===== src/rtl/match_sequencer.sv =====
// Match-flow controller: serve/rally/point/endgame sequencing and both score counters.
// Optional build macro WIN_BY_TWO_EN selects the win-by-two rule with a hard cap at CAP_SCORE.
module match_sequencer #(
   parameter int unsigned SCORE_W     = 8,
   parameter int unsigned WIN_SCORE   = 21,
   parameter int unsigned CAP_SCORE   = 30,
   parameter int unsigned SERVE_PAUSE = 1024,
   parameter int unsigned SERVE_MODE  = 0,
   parameter int unsigned SERVE_ROT   = 2,
   parameter int unsigned LED_DIV     = 256,
   parameter int unsigned PAUSE_W     = 12
) (
   input  logic               clk,
   input  logic               reset,
   input  logic               tick,
   input  logic               game_start,
   input  logic               out_a,
   input  logic               out_b,
   output logic [SCORE_W-1:0] score_a,
   output logic [SCORE_W-1:0] score_b,
   output logic               ball_reset,
   output logic               service_side,
   output logic               point_pulse,
   output logic               game_over,
   output logic               winner,
   output logic               led
);

   localparam int unsigned LED_W = $clog2(LED_DIV) + 1;
   localparam int unsigned ROT_W = $clog2(SERVE_ROT) + 1;

   typedef enum logic [2:0] {
      IDLE,
      SETUP,
      PAUSE,
      RALLY,
      GAMEOVER
   } state_e;

   state_e             state_q, state_d;
   logic [SCORE_W-1:0] score_a_q, score_a_d;
   logic [SCORE_W-1:0] score_b_q, score_b_d;
   logic               ball_reset_q, ball_reset_d;
   logic               service_side_q, service_side_d;
   logic               point_pulse_q, point_pulse_d;
   logic               game_over_q, game_over_d;
   logic               winner_q, winner_d;
   logic               led_q, led_d;
   logic               pend_a_q, pend_a_d;
   logic               pend_b_q, pend_b_d;
   logic [PAUSE_W-1:0] pause_q, pause_d;
   logic [LED_W-1:0]   led_cnt_q, led_cnt_d;
   logic [ROT_W-1:0]   rot_q, rot_d;

   logic [SCORE_W-1:0] inc_a, inc_b, scorer_new;
   logic               win;
`ifdef WIN_BY_TWO_EN
   logic [SCORE_W-1:0] scorer_other;
   logic [SCORE_W:0]   new_ext, lead_need;
`endif

   // Saturating increments keep scores at or below the cap even if the win rule never fires.
   assign inc_a      = (score_a_q >= SCORE_W'(CAP_SCORE)) ? score_a_q : score_a_q + 1'b1;
   assign inc_b      = (score_b_q >= SCORE_W'(CAP_SCORE)) ? score_b_q : score_b_q + 1'b1;
   assign scorer_new = pend_a_q ? inc_b : inc_a;

`ifdef WIN_BY_TWO_EN
   assign scorer_other = pend_a_q ? score_a_q : score_b_q;
   assign new_ext      = {1'b0, scorer_new};
   assign lead_need    = {1'b0, scorer_other} + (SCORE_W+1)'(2);
   assign win = ((new_ext >= (SCORE_W+1)'(WIN_SCORE)) && (new_ext >= lead_need))
             || (scorer_new == SCORE_W'(CAP_SCORE));
`else
   assign win = (scorer_new == SCORE_W'(WIN_SCORE));
`endif

   always_comb begin
      state_d        = state_q;
      score_a_d      = score_a_q;
      score_b_d      = score_b_q;
      ball_reset_d   = ball_reset_q;
      service_side_d = service_side_q;
      point_pulse_d  = 1'b0;
      game_over_d    = game_over_q;
      winner_d       = winner_q;
      led_d          = led_q;
      pend_a_d       = pend_a_q;
      pend_b_d       = pend_b_q;
      pause_d        = pause_q;
      led_cnt_d      = led_cnt_q;
      rot_d          = rot_q;

      if (state_q == RALLY) begin
         pend_a_d = pend_a_q | out_a;
         pend_b_d = pend_b_q | out_b;
      end

      if (game_start) begin
         state_d        = SETUP;
         score_a_d      = '0;
         score_b_d      = '0;
         ball_reset_d   = 1'b1;
         service_side_d = 1'b0;
         game_over_d    = 1'b0;
         winner_d       = 1'b0;
         led_d          = 1'b0;
         pend_a_d       = 1'b0;
         pend_b_d       = 1'b0;
         pause_d        = '0;
         led_cnt_d      = '0;
         rot_d          = '0;
      end else if (tick) begin
         case (state_q)
            IDLE: ball_reset_d = 1'b1;
            SETUP: begin
               ball_reset_d = 1'b1;
               pause_d      = PAUSE_W'(SERVE_PAUSE - 1);
               state_d      = PAUSE;
            end
            PAUSE: begin
               if (pause_q == '0) begin
                  ball_reset_d = 1'b0;
                  state_d      = RALLY;
               end else begin
                  pause_d = pause_q - 1'b1;
               end
            end
            RALLY: begin
               if (pend_a_q && pend_b_q) begin
                  pend_a_d     = 1'b0;
                  pend_b_d     = 1'b0;
                  ball_reset_d = 1'b1;
                  state_d      = SETUP;
               end else if (pend_a_q || pend_b_q) begin
                  pend_a_d      = 1'b0;
                  pend_b_d      = 1'b0;
                  point_pulse_d = 1'b1;
                  if (pend_a_q) score_b_d = inc_b;
                  else          score_a_d = inc_a;
                  if (SERVE_MODE == 0) begin
                     service_side_d = pend_b_q;
                  end else if (rot_q == ROT_W'(SERVE_ROT - 1)) begin
                     rot_d          = '0;
                     service_side_d = ~service_side_q;
                  end else begin
                     rot_d = rot_q + 1'b1;
                  end
                  ball_reset_d = 1'b1;
                  if (win) begin
                     state_d     = GAMEOVER;
                     game_over_d = 1'b1;
                     winner_d    = pend_a_q;
                     led_d       = 1'b1;
                     led_cnt_d   = '0;
                  end else begin
                     state_d = SETUP;
                  end
               end
            end
            GAMEOVER: begin
               if (led_cnt_q == LED_W'(LED_DIV - 1)) begin
                  led_cnt_d = '0;
                  led_d     = ~led_q;
               end else begin
                  led_cnt_d = led_cnt_q + 1'b1;
               end
            end
            default: state_d = IDLE;
         endcase
      end
   end

   always_ff @(posedge clk or negedge reset) begin
      if (!reset) begin
         state_q        <= IDLE;
         score_a_q      <= '0;
         score_b_q      <= '0;
         ball_reset_q   <= 1'b1;
         service_side_q <= 1'b0;
         point_pulse_q  <= 1'b0;
         game_over_q    <= 1'b0;
         winner_q       <= 1'b0;
         led_q          <= 1'b0;
         pend_a_q       <= 1'b0;
         pend_b_q       <= 1'b0;
         pause_q        <= '0;
         led_cnt_q      <= '0;
         rot_q          <= '0;
      end else begin
         state_q        <= state_d;
         score_a_q      <= score_a_d;
         score_b_q      <= score_b_d;
         ball_reset_q   <= ball_reset_d;
         service_side_q <= service_side_d;
         point_pulse_q  <= point_pulse_d;
         game_over_q    <= game_over_d;
         winner_q       <= winner_d;
         led_q          <= led_d;
         pend_a_q       <= pend_a_d;
         pend_b_q       <= pend_b_d;
         pause_q        <= pause_d;
         led_cnt_q      <= led_cnt_d;
         rot_q          <= rot_d;
      end
   end

   assign score_a      = score_a_q;
   assign score_b      = score_b_q;
   assign ball_reset   = ball_reset_q;
   assign service_side = service_side_q;
   assign point_pulse  = point_pulse_q;
   assign game_over    = game_over_q;
   assign winner       = winner_q;
   assign led          = led_q;

endmodule

===== config.mk =====
export PLATFORM = sky130hd
export DESIGN_NAME = match_sequencer
export DESIGN_NICKNAME = d
export VERILOG_FILES = /design/src/rtl/match_sequencer.sv
export SDC_FILE = /design/constraint.sdc
export NUM_CORES = 1
export LEC_CHECK = 0
export ABC_CLOCK_PERIOD_IN_PS = 3700
export CAP_MARGIN = 5
export CORE_MARGIN = 1.5
export CORE_UTILIZATION = 30
export CTS_BUF_LIST = sky130_fd_sc_hd__clkbuf_16
export CTS_CLUSTER_SIZE = 28
export DETAILED_ROUTE_END_ITERATION = 8
export PLACE_DENSITY = 0.57
export SYNTH_ARGS = -nofsm -noshare
export SYNTH_HDL_FRONTEND = slang
export SYNTH_SLANG_ARGS = --single-unit

===== constraint.sdc =====
create_clock -name clk -period 3.7 [get_ports clk]
set_input_delay 0.74 -clock clk [delete_from_list [all_inputs] [get_ports clk]]
set_output_delay 0.74 -clock clk [all_outputs]
set_load 0.02 [all_outputs]

== Word-level counts from Yosys, hierarchy flattened ==
Index checks and enable logic that the tools add are counted.

* Flip-flop bits (word level): 48
* Latch bits: 0
* RAM bits: 0
* ROM bits: 0
* Input bits: 6
* Output and inout port bits: 22
* Word-level logic and storage cells: 138
* Memories: 0

* $add $sub $neg: 4
* Multiply operators: 0
* Div/mod/pow operators: 0
* $lt $le $gt $ge: 2
* Equal/unequal tests: 16
* Shifts and indexed selects: 0
* Mux-type cells: 77
* Bitwise gates (word level): 3
* Reductions and logical operators: 23

{| class="wikitable"
|+ Operator list
! operator !! count
|-
| $mux W8 || 15
|-
| $mux W9 || 6
|-
| $mux W1 || 42
|-
| $mux W12 || 3
|-
| $pmux W12 S2 || 1
|-
| $reduce_and A5 Y1 || 4
|-
| $mux W3 || 6
|-
| $pmux W9 S2 || 1
|-
| $add A8 B1 Y8 const B || 2
|-
| $ge A8 B5 Y1 const B || 2
|-
| $ne A3 B3 Y1 const B || 5
|-
| $logic_not A12 Y1 || 1
|-
| $pmux W3 S4 || 1
|-
| $reduce_and A4 Y1 || 3
|-
| $sub A12 B1 Y12 const B || 1
|-
| $reduce_bool A2 Y1 || 5
|-
| $add A9 B1 Y9 const B || 1
|-
| $eq A9 B8 Y1 const B || 1
|-
| $eq A8 B5 Y1 const B || 1
|-
| $eq A3 B2 Y1 const B || 2
|-
| $reduce_and A6 Y1 || 1
|-
| $reduce_bool A3 Y1 || 2
|-
| $ne A2 B2 Y1 const B || 2
|-
| $ne A4 B2 Y1 const B || 1
|-
| other kinds (14) || 16
|}

== Longest topological paths before layout ==
* Depth after elaboration: 10
* Gate-level depth with buffers: 11

== Least setup slack after synthesis ==
OpenSTA, ideal clock, no wires.

* Kind: register to register
* From: register score_a_q[0], in the netlist score_a[0]
* To: register state_q[0]
* Library setup time: 0.118 ns
* Data arrival time: 2.477 ns
* Data required time: 3.582 ns
* Slack: 1.105 ns
* Cell stages (with the launch flop): 9
* Clock period less this slack: 2.595 ns
* Path through: dfrtp_1 inv_1 ha_1 o2111ai_1 or4b_1 and3_1 o32a_1 nand3b_1 a21o_1

* Longest elaborated chain between the ends: 10
* Elaborated cells on any way between the ends: 11
* Those cells by class: 1 x add/sub; 1 x order compare; 1 x eq/ne; 8 x mux

{| class="wikitable"
|+ Ends and longest elaborated chain
! item !! line !! text
|-
| start: declaration || 41 || <nowiki>logic [SCORE_W-1:0] score_a_q, score_a_d;</nowiki>
|-
| start signal: assignment || 191 || <nowiki>score_a_q <= score_a_d;</nowiki>
|-
| $add A8 B1 Y8 / $ge A8 B5 Y1 (equally long branches) || 63 || <nowiki>assign inc_a = (score_a_q >= SCORE_W'(CAP_SCORE)) ? score_a_q : score_a_q + 1'b1;</nowiki>
|-
| $mux W8 * || 63 ||
|-
| $mux W8 * || 65 || <nowiki>assign scorer_new = pend_a_q ? inc_b : inc_a;</nowiki>
|-
| $eq A8 B5 Y1 * || 74 || <nowiki>assign win = (scorer_new == SCORE_W'(WIN_SCORE));</nowiki>
|-
| $mux W3 * || 149 || <nowiki>if (win) begin</nowiki>
|-
| $mux W3 * || 134 || <nowiki>end else if (pend_a_q || pend_b_q) begin</nowiki>
|-
| $mux W3 * || 129 || <nowiki>if (pend_a_q && pend_b_q) begin</nowiki>
|-
| $pmux W3 S4 * || 113 || <nowiki>case (state_q)</nowiki>
|-
| $mux W3 * || 112 || <nowiki>end else if (tick) begin</nowiki>
|-
| $mux W3 * || 98 || <nowiki>if (game_start) begin</nowiki>
|-
| end signal: assignment || 190 || <nowiki>state_q <= state_d;</nowiki>
|-
| end: declaration || 40 || <nowiki>state_e state_q, state_d;</nowiki>
|}

Every way passes the cells marked *; elsewhere a longest branch is shown, timed or not. The select of a mux whose other input is x is not followed.
A chain may end at the register's enable or synchronous reset.

== Worst setup path after layout ==
* From: register score_a_q[0], in the netlist score_a[0]
* To: register led_cnt_q[0]

* Longest elaborated chain between the ends: 6
* Elaborated cells on any way between the ends: 7
* Those cells by class: 1 x add/sub; 1 x order compare; 2 x eq/ne; 2 x mux; 1 x reduce/logical

{| class="wikitable"
|+ Ends and longest elaborated chain
! item !! line !! text
|-
| $add A8 B1 Y8 / $ge A8 B5 Y1 (equally long branches) || 63 ||
|-
| $mux W8 * || 63 ||
|-
| $mux W8 * || 65 ||
|-
| $eq A8 B5 Y1 * || 74 ||
|-
| $ne A3 B3 Y1 (no source line) * || n/a ||
|-
| $reduce_and A5 Y1 (no source line) * || n/a ||
|-
| end signal: assignment || 202 || <nowiki>led_cnt_q <= led_cnt_d;</nowiki>
|-
| end: declaration || 52 || <nowiki>logic [LED_W-1:0] led_cnt_q, led_cnt_d;</nowiki>
|}

Every way passes the cells marked *; elsewhere a longest branch is shown, timed or not.

==> out/results.ini <==
[global_routing]
grt_pass1_wl_um = 11100
grt_overflow = 0
track_usage_pct = 13.7
antenna_found_initial = 0
grt_pass1_vias = 2304
grt_max_degree = 36

[placed_design]
dpl.cell_count = 443
place_congestion = 0.797
preCtsSetupSlack_ns = 0.784
place.detailed.hpwl_um = 4510
port_buffers = 27

[die]
ioPinCount = 28
core_um2 = 9200
initial_core_util_pct = 30.9
die_w_um = 100
die_h_um = 100
die-area_um2 = 10100
rows = 35

[clock_tree]
htree_levels = 2
clk_path_buf_depth = 2
cts_made_buffers = 5
cts_tree = done
post_cts_buffers = 0
cts_sinks = 48
cts-resized-gates = 0
clockRootBuffer = clkbuf_16
clk_pin_slew_ns = 0.06
clock_latency_ns = 0.28
ctsHoldBuffers = 0

[status]
outcome = completed

[yosys]
ys_seq_area_share_pct = 42.3
syn_nets = 333
yosys.area.top_type_share_pct = 41.3
synth_cells = 319
ys_warn_count = 0
synthesis.area_um2 = 2850
ys_ff_latch = 48
synth-main-ff-cell = dfrtp_1
synth_edf_count = 0
yosysUniqueCellTypes = 56
synth_top_area_cell = dfrtp_1
synth_area_leaders = dfrtp_1, nor2_1, a21oi_1
syn_avg_cell_area_um2 = 8.92
async_flop_share_pct = 100

[worst_setup_path]
critPathMaxFanout = 8
start_kind = flip-flop
cp.arrival_ns = 2.96
critPathKind = reg -> reg
cp_data_required_time_ns = 3.85
critPathCaptureType = flip-flop

[final_layout]
final_common_cell = dfrtp_1
final_util_pct = 36.4
layout_common_cells = dfrtp_1, nor2_1, clkdlybuf4s50_1, a21oi_1, inv_1
flow.area_growth_from_synthesis_pct = 17.5
insertedDiodeCount = 0
drive_gt1_share_pct = 6.18
final_cells = 451
fin_nets = 353

[sta]
tightest_slew_ns = 0.811
clock_skew_ns = 0.00297
fmax_ghz = 0.356
finalSetupViolCount = 0
slew_headroom_pct = 45.9
period_share_pct = 75.9
hold_viol = 0
drv_slew = 0
worst_slack_ns = 0.892
rsz0062_at_grt = no
period_minus_slack_ns = 2.81
tns_ns = 0

[power_and_ir_drop]
irDropWorstVdd_mv = 0.165
power-per-cell-area_nw_per_um2 = 327
p_leak_nw = 1.32

[route]
vias_per_cell = 5.32
drtAntennaViolNets = 0
drc_errors = 0
wire_per_inst_um = 14.0
drt_iter0_markers = 92
first_pass_iters = 4
vias = 2400
totalWireLength_um = 6300

[job]
cap_violations = 0

[hold_path]
hold_path.class = reg -> reg

-- layer usage --
layer  share of wire (%)  GRT usage, %  vias up  routed length, um
li1                    -             -     1207                  -
met4                0.76          3.58        0                 48
met2                  47          21.7       34               2930
met3                 2.9          2.30        2                185
met5                   0             0        -                  0
met1                  50          19.3     1157               3130
-- layout make-up --
class	instances	area [um2]
Timing Repair Buffer	31	295
Sequential cell	48	1200
Clock buffer	5	125
Inverter	18	67.6
Tap cell	111	139
Multi-Input combinational cell	235	1500
Fill cell	943	5850
Clock inverter	3	11.3
-- cell usage after synthesis, types with 7 or more instances --
cell type	instances
a31oi_1	7
nand4_1	8
nand2_1	17
nand3_1	12
o22a_1	7
dfrtp_1	47
nor2b_1	11
clkbuf_1	14
a21oi_1	22
or3_1	7
nand3b_1	7
nor2_1	31
nor3_1	17
inv_1	18
ha_1	8
-- sequential cells by signal, indices dropped and copies added, names as in the netlist --
register	flops
pause_q	12
led_cnt_q	9
score_a	8
score_b	8
state_q	3
ball_reset	1
game_over	1
led	1
pend_a_q	1
pend_b_q	1
point_pulse	1
service_side	1
winner	1
-- per-stage QoR --
stage | cell area, um2 | total power (W) | hold slack (ns)
global route | 3340 | 0.00115 | 0.542
floorplan | 2850 | 0.000643 | 0.444
global placement | 3210 | 0.000678 | 0.489
finish | 3340 | 0.00109 | 0.494
detailed placement | 3210 | 0.000680 | 0.494
CTS | 3340 | 0.00112 | 0.503
-- final timing paths --
| path | startpoint | end | slack (ns) | cells after the start |
|---|---|---|---|---|
| max | score_a[0] | led_cnt_q[0] | 0.89 | 8 |
| min | led_cnt_q[0] | led_cnt_q[0] | 0.49 | 1 |
| max reg2reg | score_a[0] | led_cnt_q[0] | 0.89 | 8 |
| min reg2reg | led_cnt_q[0] | led_cnt_q[0] | 0.49 | 1 |
| max in group asynchronous | reset | pend_b_q | 2.46 | 2 |
| min in group asynchronous | reset | score_b[6] | 0.55 | 1 |
-- power breakdown --
| part | total (W) | switching [W] | internal [W] |
|---|---|---|---|
| sequential | 0.000564 | 0.0000230 | 0.000541 |
| clock | 0.000426 | 0.000182 | 0.000243 |
| combinational | 0.000104 | 0.0000613 | 0.0000431 |
| total | 0.00109 | 0.000267 | 0.000827 |
-- cells by family (layout without fill, tap and decap cells) --
| kind of cell | count (synthesis) | in the layout | synth area share [%] |
|---|---|---|---|
| and+or+nand+nor | 136 | 136 | 25.8 |
| AOI/OAI and AO/OA | 77 | 77 | 19.0 |
| DFF | 48 | 48 | 42.3 |
| buffers and inverters | 36 | 57 | 4.93 |
| xor gates and xnor gates | 9 | 9 | 2.77 |
| adders and majority gates | 8 | 8 | 3.52 |
| muxes | 5 | 5 | 1.76 |
-- critical path: stages, from the launching register on --
cell	delay, ns
dfrtp_1	0.49
inv_1	0.12
ha_1	0.24
o2111ai_1	0.30
or4b_1	0.46
and3_1	0.19
o32a_1	0.44
o21ai_4	0.31
mux2i_1	0.12
Power figures use the tool's default switching activity.
